`config.mk`:
```
export PLATFORM = sky130hd
export DESIGN_NAME = sequence_player
export DESIGN_NICKNAME = d
export VERILOG_FILES = /design/src/rtl/game_pkg.sv /design/src/rtl/led_onehot_decoder.sv /design/src/rtl/sequence_player.sv
export SDC_FILE = /design/constraint.sdc
export NUM_CORES = 1
export LEC_CHECK = 0
export ABC_AREA = 1
export CAP_MARGIN = 5
export CORE_UTILIZATION = 32
export DETAILED_ROUTE_END_ITERATION = 16
export PLACE_DENSITY_LB_ADDON = 0.12
export SLEW_MARGIN = 20
export SYNTH_ARGS = -nofsm -noshare
export SYNTH_HDL_FRONTEND = slang
export SYNTH_HIERARCHICAL = 1
export SYNTH_SLANG_ARGS = --single-unit
```
`constraint.sdc`:
```
create_clock -name clk -period 2.9 [get_ports clk]
set_input_delay 0.29 -clock clk [delete_from_list [all_inputs] [get_ports clk]]
set_output_delay 0.29 -clock clk [all_outputs]
set_load 0.02 [all_outputs]
```
`src/rtl/game_pkg.sv`:
```
`default_nettype none
// +-----------------------------------------------------------------------+
// | game_pkg : shared types and helpers for the memory-game datapath      |
// | Rev 1.0  : initial release                                            |
// +-----------------------------------------------------------------------+
package game_pkg;

    localparam int IDX_W     = 3;
    localparam int LED_W     = 8;
    localparam int MAX_STEPS = 16;
    localparam int SEQ_W     = IDX_W * MAX_STEPS;
    localparam int STEP_W    = $clog2(MAX_STEPS);
    localparam int LEN_W     = $clog2(MAX_STEPS + 1);

    typedef enum logic [1:0] {
        IDLE = 2'd0,
        ON   = 2'd1,
        OFF  = 2'd2,
        DONE = 2'd3
    } state_t;

    // Level 0 is clamped to the shortest game; levels 4..7 all use the full pattern.
    function automatic logic [LEN_W-1:0] level_to_len(input logic [2:0] level);
        logic [LEN_W-1:0] len;
        case (level)
            3'd0, 3'd1: len = LEN_W'(4);
            3'd2:       len = LEN_W'(8);
            3'd3:       len = LEN_W'(12);
            default:    len = LEN_W'(16);
        endcase
        return len;
    endfunction

endpackage : game_pkg
`default_nettype wire

```
`src/rtl/led_onehot_decoder.sv`:
```
`default_nettype none
// +-----------------------------------------------------------------------+
// | led_onehot_decoder : 3-bit step index to 8-bit one-hot LED pattern    |
// | Rev 1.0  : initial release                                            |
// +-----------------------------------------------------------------------+
module led_onehot_decoder
    import game_pkg::*;
(
    input  logic [IDX_W-1:0] i_idx,
    output logic [LED_W-1:0] o_led
);

    // Index k lights led[k], mirroring the button encoder on the capture side.
    for (genvar gi = 0; gi < LED_W; gi++) begin : g_bit
        assign o_led[gi] = (i_idx == IDX_W'(gi));
    end

endmodule : led_onehot_decoder
`default_nettype wire

```
`src/rtl/sequence_player.sv`:
```
`default_nettype none
// +-----------------------------------------------------------------------+
// | sequence_player : plays a latched index pattern on the game LEDs      |
// | Rev 1.0  : initial release                                            |
// +-----------------------------------------------------------------------+
module sequence_player
    import game_pkg::*;
#(
    parameter int ON_CYCLES  = 24,
    parameter int OFF_CYCLES = 8
)(
    input  logic                 clk,
    input  logic                 rst,
    input  logic                 start,
    input  logic                 abort,
    input  logic [2:0]           level,
    input  logic [SEQ_W-1:0]     seq,
    output logic [LED_W-1:0]     led,
    output logic [STEP_W-1:0]    step_idx,
    output logic                 busy,
    output logic                 done
);

    localparam int c_MAX_CYC = (ON_CYCLES > OFF_CYCLES) ? ON_CYCLES : OFF_CYCLES;
    localparam int c_TMR_W   = $clog2(c_MAX_CYC + 1);
    localparam logic [c_TMR_W-1:0] c_ON_LOAD  = c_TMR_W'(ON_CYCLES - 1);
    localparam logic [c_TMR_W-1:0] c_OFF_LOAD = c_TMR_W'(OFF_CYCLES - 1);

    state_t              r_state, w_state_nxt;
    logic [c_TMR_W-1:0]  r_timer, w_timer_nxt;
    logic [STEP_W-1:0]   r_step,  w_step_nxt;
    logic [LEN_W-1:0]    r_len,   w_len_nxt;
    logic [SEQ_W-1:0]    r_pattern, w_pattern_nxt;
    logic [LED_W-1:0]    r_led;
    logic                r_busy, r_done;
    logic                w_lit_nxt, w_busy_nxt, w_done_nxt;
    logic                w_last;
    logic [IDX_W-1:0]    w_idx;
    logic [LED_W-1:0]    w_onehot;

    assign w_last = ({1'b0, r_step} == (r_len - 1'b1));

    // Decode the index of the step that will be showing after this edge,
    // so the LED register lines up with the state register.
    assign w_idx = w_pattern_nxt[w_step_nxt * IDX_W +: IDX_W];

    led_onehot_decoder u_dec (
        .i_idx (w_idx),
        .o_led (w_onehot)
    );

    always_comb begin
        w_state_nxt   = r_state;
        w_timer_nxt   = r_timer;
        w_step_nxt    = r_step;
        w_len_nxt     = r_len;
        w_pattern_nxt = r_pattern;
        w_lit_nxt     = 1'b0;
        w_busy_nxt    = 1'b0;
        w_done_nxt    = 1'b0;

        case (r_state)
            IDLE: begin
                if (start && !abort) begin
                    w_state_nxt   = ON;
                    w_pattern_nxt = seq;
                    w_len_nxt     = level_to_len(level);
                    w_step_nxt    = '0;
                    w_timer_nxt   = c_ON_LOAD;
                    w_lit_nxt     = 1'b1;
                    w_busy_nxt    = 1'b1;
                end
            end
            ON: begin
                w_busy_nxt = 1'b1;
                if (r_timer == '0) begin
                    w_state_nxt = OFF;
                    w_timer_nxt = c_OFF_LOAD;
                end else begin
                    w_timer_nxt = r_timer - 1'b1;
                    w_lit_nxt   = 1'b1;
                end
            end
            OFF: begin
                w_busy_nxt = 1'b1;
                if (r_timer != '0) begin
                    w_timer_nxt = r_timer - 1'b1;
                end else if (w_last) begin
                    w_state_nxt = DONE;
                    w_timer_nxt = '0;
                    w_busy_nxt  = 1'b0;
                    w_done_nxt  = 1'b1;
                end else begin
                    w_state_nxt = ON;
                    w_step_nxt  = r_step + 1'b1;
                    w_timer_nxt = c_ON_LOAD;
                    w_lit_nxt   = 1'b1;
                end
            end
            DONE: begin
                w_state_nxt = IDLE;
                w_step_nxt  = '0;
            end
            default: begin
                w_state_nxt = IDLE;
                w_step_nxt  = '0;
                w_timer_nxt = '0;
            end
        endcase

        // Abort overrides everything outside IDLE, including the done pulse.
        if (abort && (r_state != IDLE)) begin
            w_state_nxt = IDLE;
            w_step_nxt  = '0;
            w_timer_nxt = '0;
            w_lit_nxt   = 1'b0;
            w_busy_nxt  = 1'b0;
            w_done_nxt  = 1'b0;
        end
    end

    always_ff @(posedge clk or negedge rst) begin
        if (!rst) begin
            r_state   <= IDLE;
            r_timer   <= '0;
            r_step    <= '0;
            r_len     <= '0;
            r_pattern <= '0;
            r_led     <= '0;
            r_busy    <= 1'b0;
            r_done    <= 1'b0;
        end else begin
            r_state   <= w_state_nxt;
            r_timer   <= w_timer_nxt;
            r_step    <= w_step_nxt;
            r_len     <= w_len_nxt;
            r_pattern <= w_pattern_nxt;
            r_led     <= w_lit_nxt ? w_onehot : '0;
            r_busy    <= w_busy_nxt;
            r_done    <= w_done_nxt;
        end
    end

    assign led      = r_led;
    assign step_idx = r_step;
    assign busy     = r_busy;
    assign done     = r_done;

endmodule : sequence_player
`default_nettype wire

```
==> impl_metrics.sql <==
INSERT INTO impl_metrics (metric_group, metric, value, unit) VALUES
('outcome', 'outcome', 'finished, final reports clean', ''),
('finish', 'antenna_diodes', '0', ''),
('power', 'netSwitchingPower', '2.31', 'mW'),
('place', 'final_weighted_congestion_in_routability_driven_placement', '0.792', ''),
('synth', 'synth_seq_area_share', '44.9', '%'),
('timing', 'setup_violations', '0', ''),
('drt', 'routed_wirelength', '10700', 'um'),
('floorplanning', 'die_height', '114', 'um'),
('drt', 'routed_wire_length_per_instance', '14.3', 'um'),
('synth', 'synth_largest_type_area_fraction', '44.9', '%'),
('setup_path', 'worstPathMaxFanout', '32', ''),
('clock_network', 'clock_tree_from_tritoncts', 'done', ''),
('finish', 'mostFrequentLayoutCells', 'sky130_fd_sc_hd__inv_1, sky130_fd_sc_hd__dfrtp_1, sky130_fd_sc_hd__clkdlybuf4s50_1', ''),
('finish', 'layout_commonest_cell', 'sky130_fd_sc_hd__inv_1', ''),
('global_route', 'track_usage', '17.1', '%'),
('drt', 'route.detailed.drc', '0', ''),
('power', 'leakage', '2.37', 'nW'),
('setup_path', 'reg2reg_slack', '0.29', 'ns'),
('synth', 'syn_nets', '565', ''),
('setup_path', 'criticalPathCategory', 'reg -> reg', ''),
('drt', 'ant_nets', '0', ''),
('setup_path', 'rr_startpoint', 'r_state[1]', ''),
('finish', 'post_route_cells_drive_above_1_share', '16.4', '%'),
('finish', 'register_area', '1800', 'um2'),
('clock_network', 'numClockSinks', '72', ''),
('finish', 'finish.net_count', '638', ''),
('floorplanning', 'floorplan.initialDensity', '33.1', '%'),
('global_route', 'grt_antenna_before_repair', '0', ''),
('place', 'io_buffer_count', '68', ''),
('timing', 'slew_violations', '0', ''),
('finish', 'filler_cell_count', '1306', ''),
('power', 'power.share.clock', '18.6', '%'),
('drt', 'detailedRoute.firstPassIterationCount', '4', ''),
('drt', 'first_iter_violations', '208', ''),
('synth', 'yosysWarningCount', '6', ''),
('setup_path', 'crit-reg2reg-capture', 'led[1]', ''),
('synth', 'async_flop_share', '100', '%'),
('power', 'vdd_ir_drop_max', '425', 'uV'),
('timing', 'finalWorstPathRequiredPeriod', '2.61', 'ns'),
('global_route', 'vias_in_the_first_global_route', '3423', ''),
('run', 'max-cap-violations', '0', ''),
('synth', 'syn_area_cell', '7.99', 'um2'),
('timing', 'final_hold_violation_count', '0', ''),
('setup_path', 'arrival', '2.87', 'ns'),
('clock_network', 'cts-buffers-inserted', '9', ''),
('clock_network', 'max-clock-path-buffers', '2', ''),
('timing', 'final_worst_setup_slack', '0.291', 'ns'),
('synth', 'synth_ff_type', 'sky130_fd_sc_hd__dfrtp_1', ''),
('synth', 'synth.distinct_cells', '33', ''),
('floorplanning', 'pin_count', '69', ''),
('clock_network', 'clkTransAtPathRegs', '0.06', 'ns'),
('power', 'comb_pwr_share', '52.6', '%'),
('global_route', 'pin_count_of_the_biggest_net_entering_global_routing', '41', ''),
('setup_path', 'critical_path.endpoint_type', 'flop', ''),
('finish', 'multi_input_comb_area', '1780', 'um2'),
('setup_path', 'required_time_of_the_critical_path', '3.16', 'ns'),
('floorplanning', 'floorplan.die_area', '13000', 'um2'),
('power', 'power_per_unit_of_standard_cell_area', '1040', 'nW/um2'),
('synth', 'synth.ff_latch_count', '72', ''),
('finish', 'area.growth.synth_to_final', '30.5', '%'),
('timing', 'period_share', '90.0', '%'),
('drt', 'vias', '3492', ''),
('place', 'dp.final_hpwl', '7550', 'um'),
('timing', 'timing.setup.tns', '0', 'ns'),
('synth', 'count_of_flip_flops_with_a_built_in_enable_after_synthesis', '0', ''),
('global_route', 'grt_remaining_overflow', '0', ''),
('setup_path', 'worst_setup_path_start_kind', 'flop', ''),
('clock_network', 'htreeDepth', '3', ''),
('worst_hold_path', 'min_path_type', 'in -> async', ''),
('global_route', 'grt_first_pass_wirelength', '17000', 'um'),
('clock_network', 'worst_skew_pair.late_latency', '0.33', 'ns');
-- metrics by stage --
step / instance area (um2) / power [mW] / cells
2_1_floorplan: 4010 / 3.66 / 502
4_1_cts: 5150 / 5.45 / 743
6_report: 5240 / 5.46 / 748
3_3_place_gp: 4870 / 4.36 / 726
5_1_grt: 5240 / 5.98 / 748
3_5_place_dp: 4870 / 4.39 / 726
-- logic make-up after synthesis --
kind of cell / Yosys count / synth area share (%)
adders and majority gates: 8 / 2.49
AOI/OAI and AO/OA: 81 / 11.1
buffers and inverters: 119 / 12.2
DFF: 72 / 44.9
and+or+nand+nor: 220 / 28.9
xor gates and xnor gates: 2 / 0.437
-- how the worst max path moves through the flow --
stage	endpoint	cells after the start	slack, ns
2_1_floorplan	led[4]	19	0.72
3_3_place_gp	led[2]	22	0.07
3_5_place_dp	led[0]	21	0.07
4_1_cts	led[1]	21	0.05
5_1_grt	led[1]	20	-0.03
6_report	led[1]	15	0.29
-- state kept, by name (all words and copies together) (netlist names) --
register / cells
r_len: 3
r_timer: 5
led: 8
r_pattern: 48
done: 1
step_idx: 4
busy: 1
r_state: 2
-- synth_stat cells (3+ instances only) --
cell	number
sky130_fd_sc_hd__o21ai_0	49
sky130_fd_sc_hd__inv_2	11
sky130_fd_sc_hd__nor2_1	22
sky130_fd_sc_hd__o21ai_1	13
sky130_fd_sc_hd__nand4_1	22
sky130_fd_sc_hd__o211ai_1	4
sky130_fd_sc_hd__nor2_2	3
sky130_fd_sc_hd__ha_1	8
sky130_fd_sc_hd__nand3_1	49
sky130_fd_sc_hd__o22ai_1	4
sky130_fd_sc_hd__nand2_2	4
sky130_fd_sc_hd__or2_1	12
sky130_fd_sc_hd__inv_1	86
sky130_fd_sc_hd__nand2_1	62
sky130_fd_sc_hd__buf_6	3
sky130_fd_sc_hd__or2_2	36
sky130_fd_sc_hd__clkbuf_1	8
sky130_fd_sc_hd__buf_2	7
sky130_fd_sc_hd__dfrtp_1	72
sky130_fd_sc_hd__a21oi_1	8
-- metal layers --
metal | wire, um | vias to the layer above | GRT usage [%]
met5 | 0 | - | 0
met2 | 5270 | 76 | 29.2
li1 | - | 1766 | -
met4 | 133 | 0 | 5.63
met1 | 4790 | 1636 | 21.3
met3 | 533 | 14 | 3.88
-- layout make-up --
cell class | instances | share of cell area, %
Tap cell | 168 | 4.02
Sequential cell | 72 | 34.4
Inverter | 97 | 7.05
Timing Repair Buffer | 81 | 15.4
Multi-Input combinational cell | 314 | 34.0
Clock inverter | 3 | 0.335
Clock buffer | 13 | 4.78
-- what timing repair did --
item                                   CTS  global route
hold buffers                             1             0
setup endpoints to repair                0             8
buffers inserted                         0             2
endpoints found under the hold margin   22             0
gates resized for setup                  0            11
-- power groups by stage --
stage | combinational [mW] | sequential, mW | clock, mW
after CTS | 2.81 | 1.58 | 1.05
after floorplan | 2.02 | 1.64 | 0
after global placement | 2.77 | 1.59 | 0
after detailed placement | 2.79 | 1.60 | 0
after global routing | 3.27 | 1.62 | 1.09
final | 2.87 | 1.58 | 1.01
-- worst max-delay path, stage by stage, from the launching register on --
cell and delay [ns]:
sky130_fd_sc_hd__dfrtp_1 0.41, sky130_fd_sc_hd__inv_1 0.13, sky130_fd_sc_hd__ha_1 0.27, sky130_fd_sc_hd__nand3_2 0.14, sky130_fd_sc_hd__buf_4 0.26, sky130_fd_sc_hd__o21ai_0 0.33, sky130_fd_sc_hd__nand4_1 0.14, sky130_fd_sc_hd__nand3_1 0.13
sky130_fd_sc_hd__nand3_1 0.09, sky130_fd_sc_hd__nand3_1 0.09, sky130_fd_sc_hd__nand2_1 0.12, sky130_fd_sc_hd__inv_1 0.10, sky130_fd_sc_hd__nand2_1 0.07, sky130_fd_sc_hd__nor2_1 0.09, sky130_fd_sc_hd__inv_1 0.04, sky130_fd_sc_hd__nor2_1 0.10
Power figures use the tool's default switching activity.
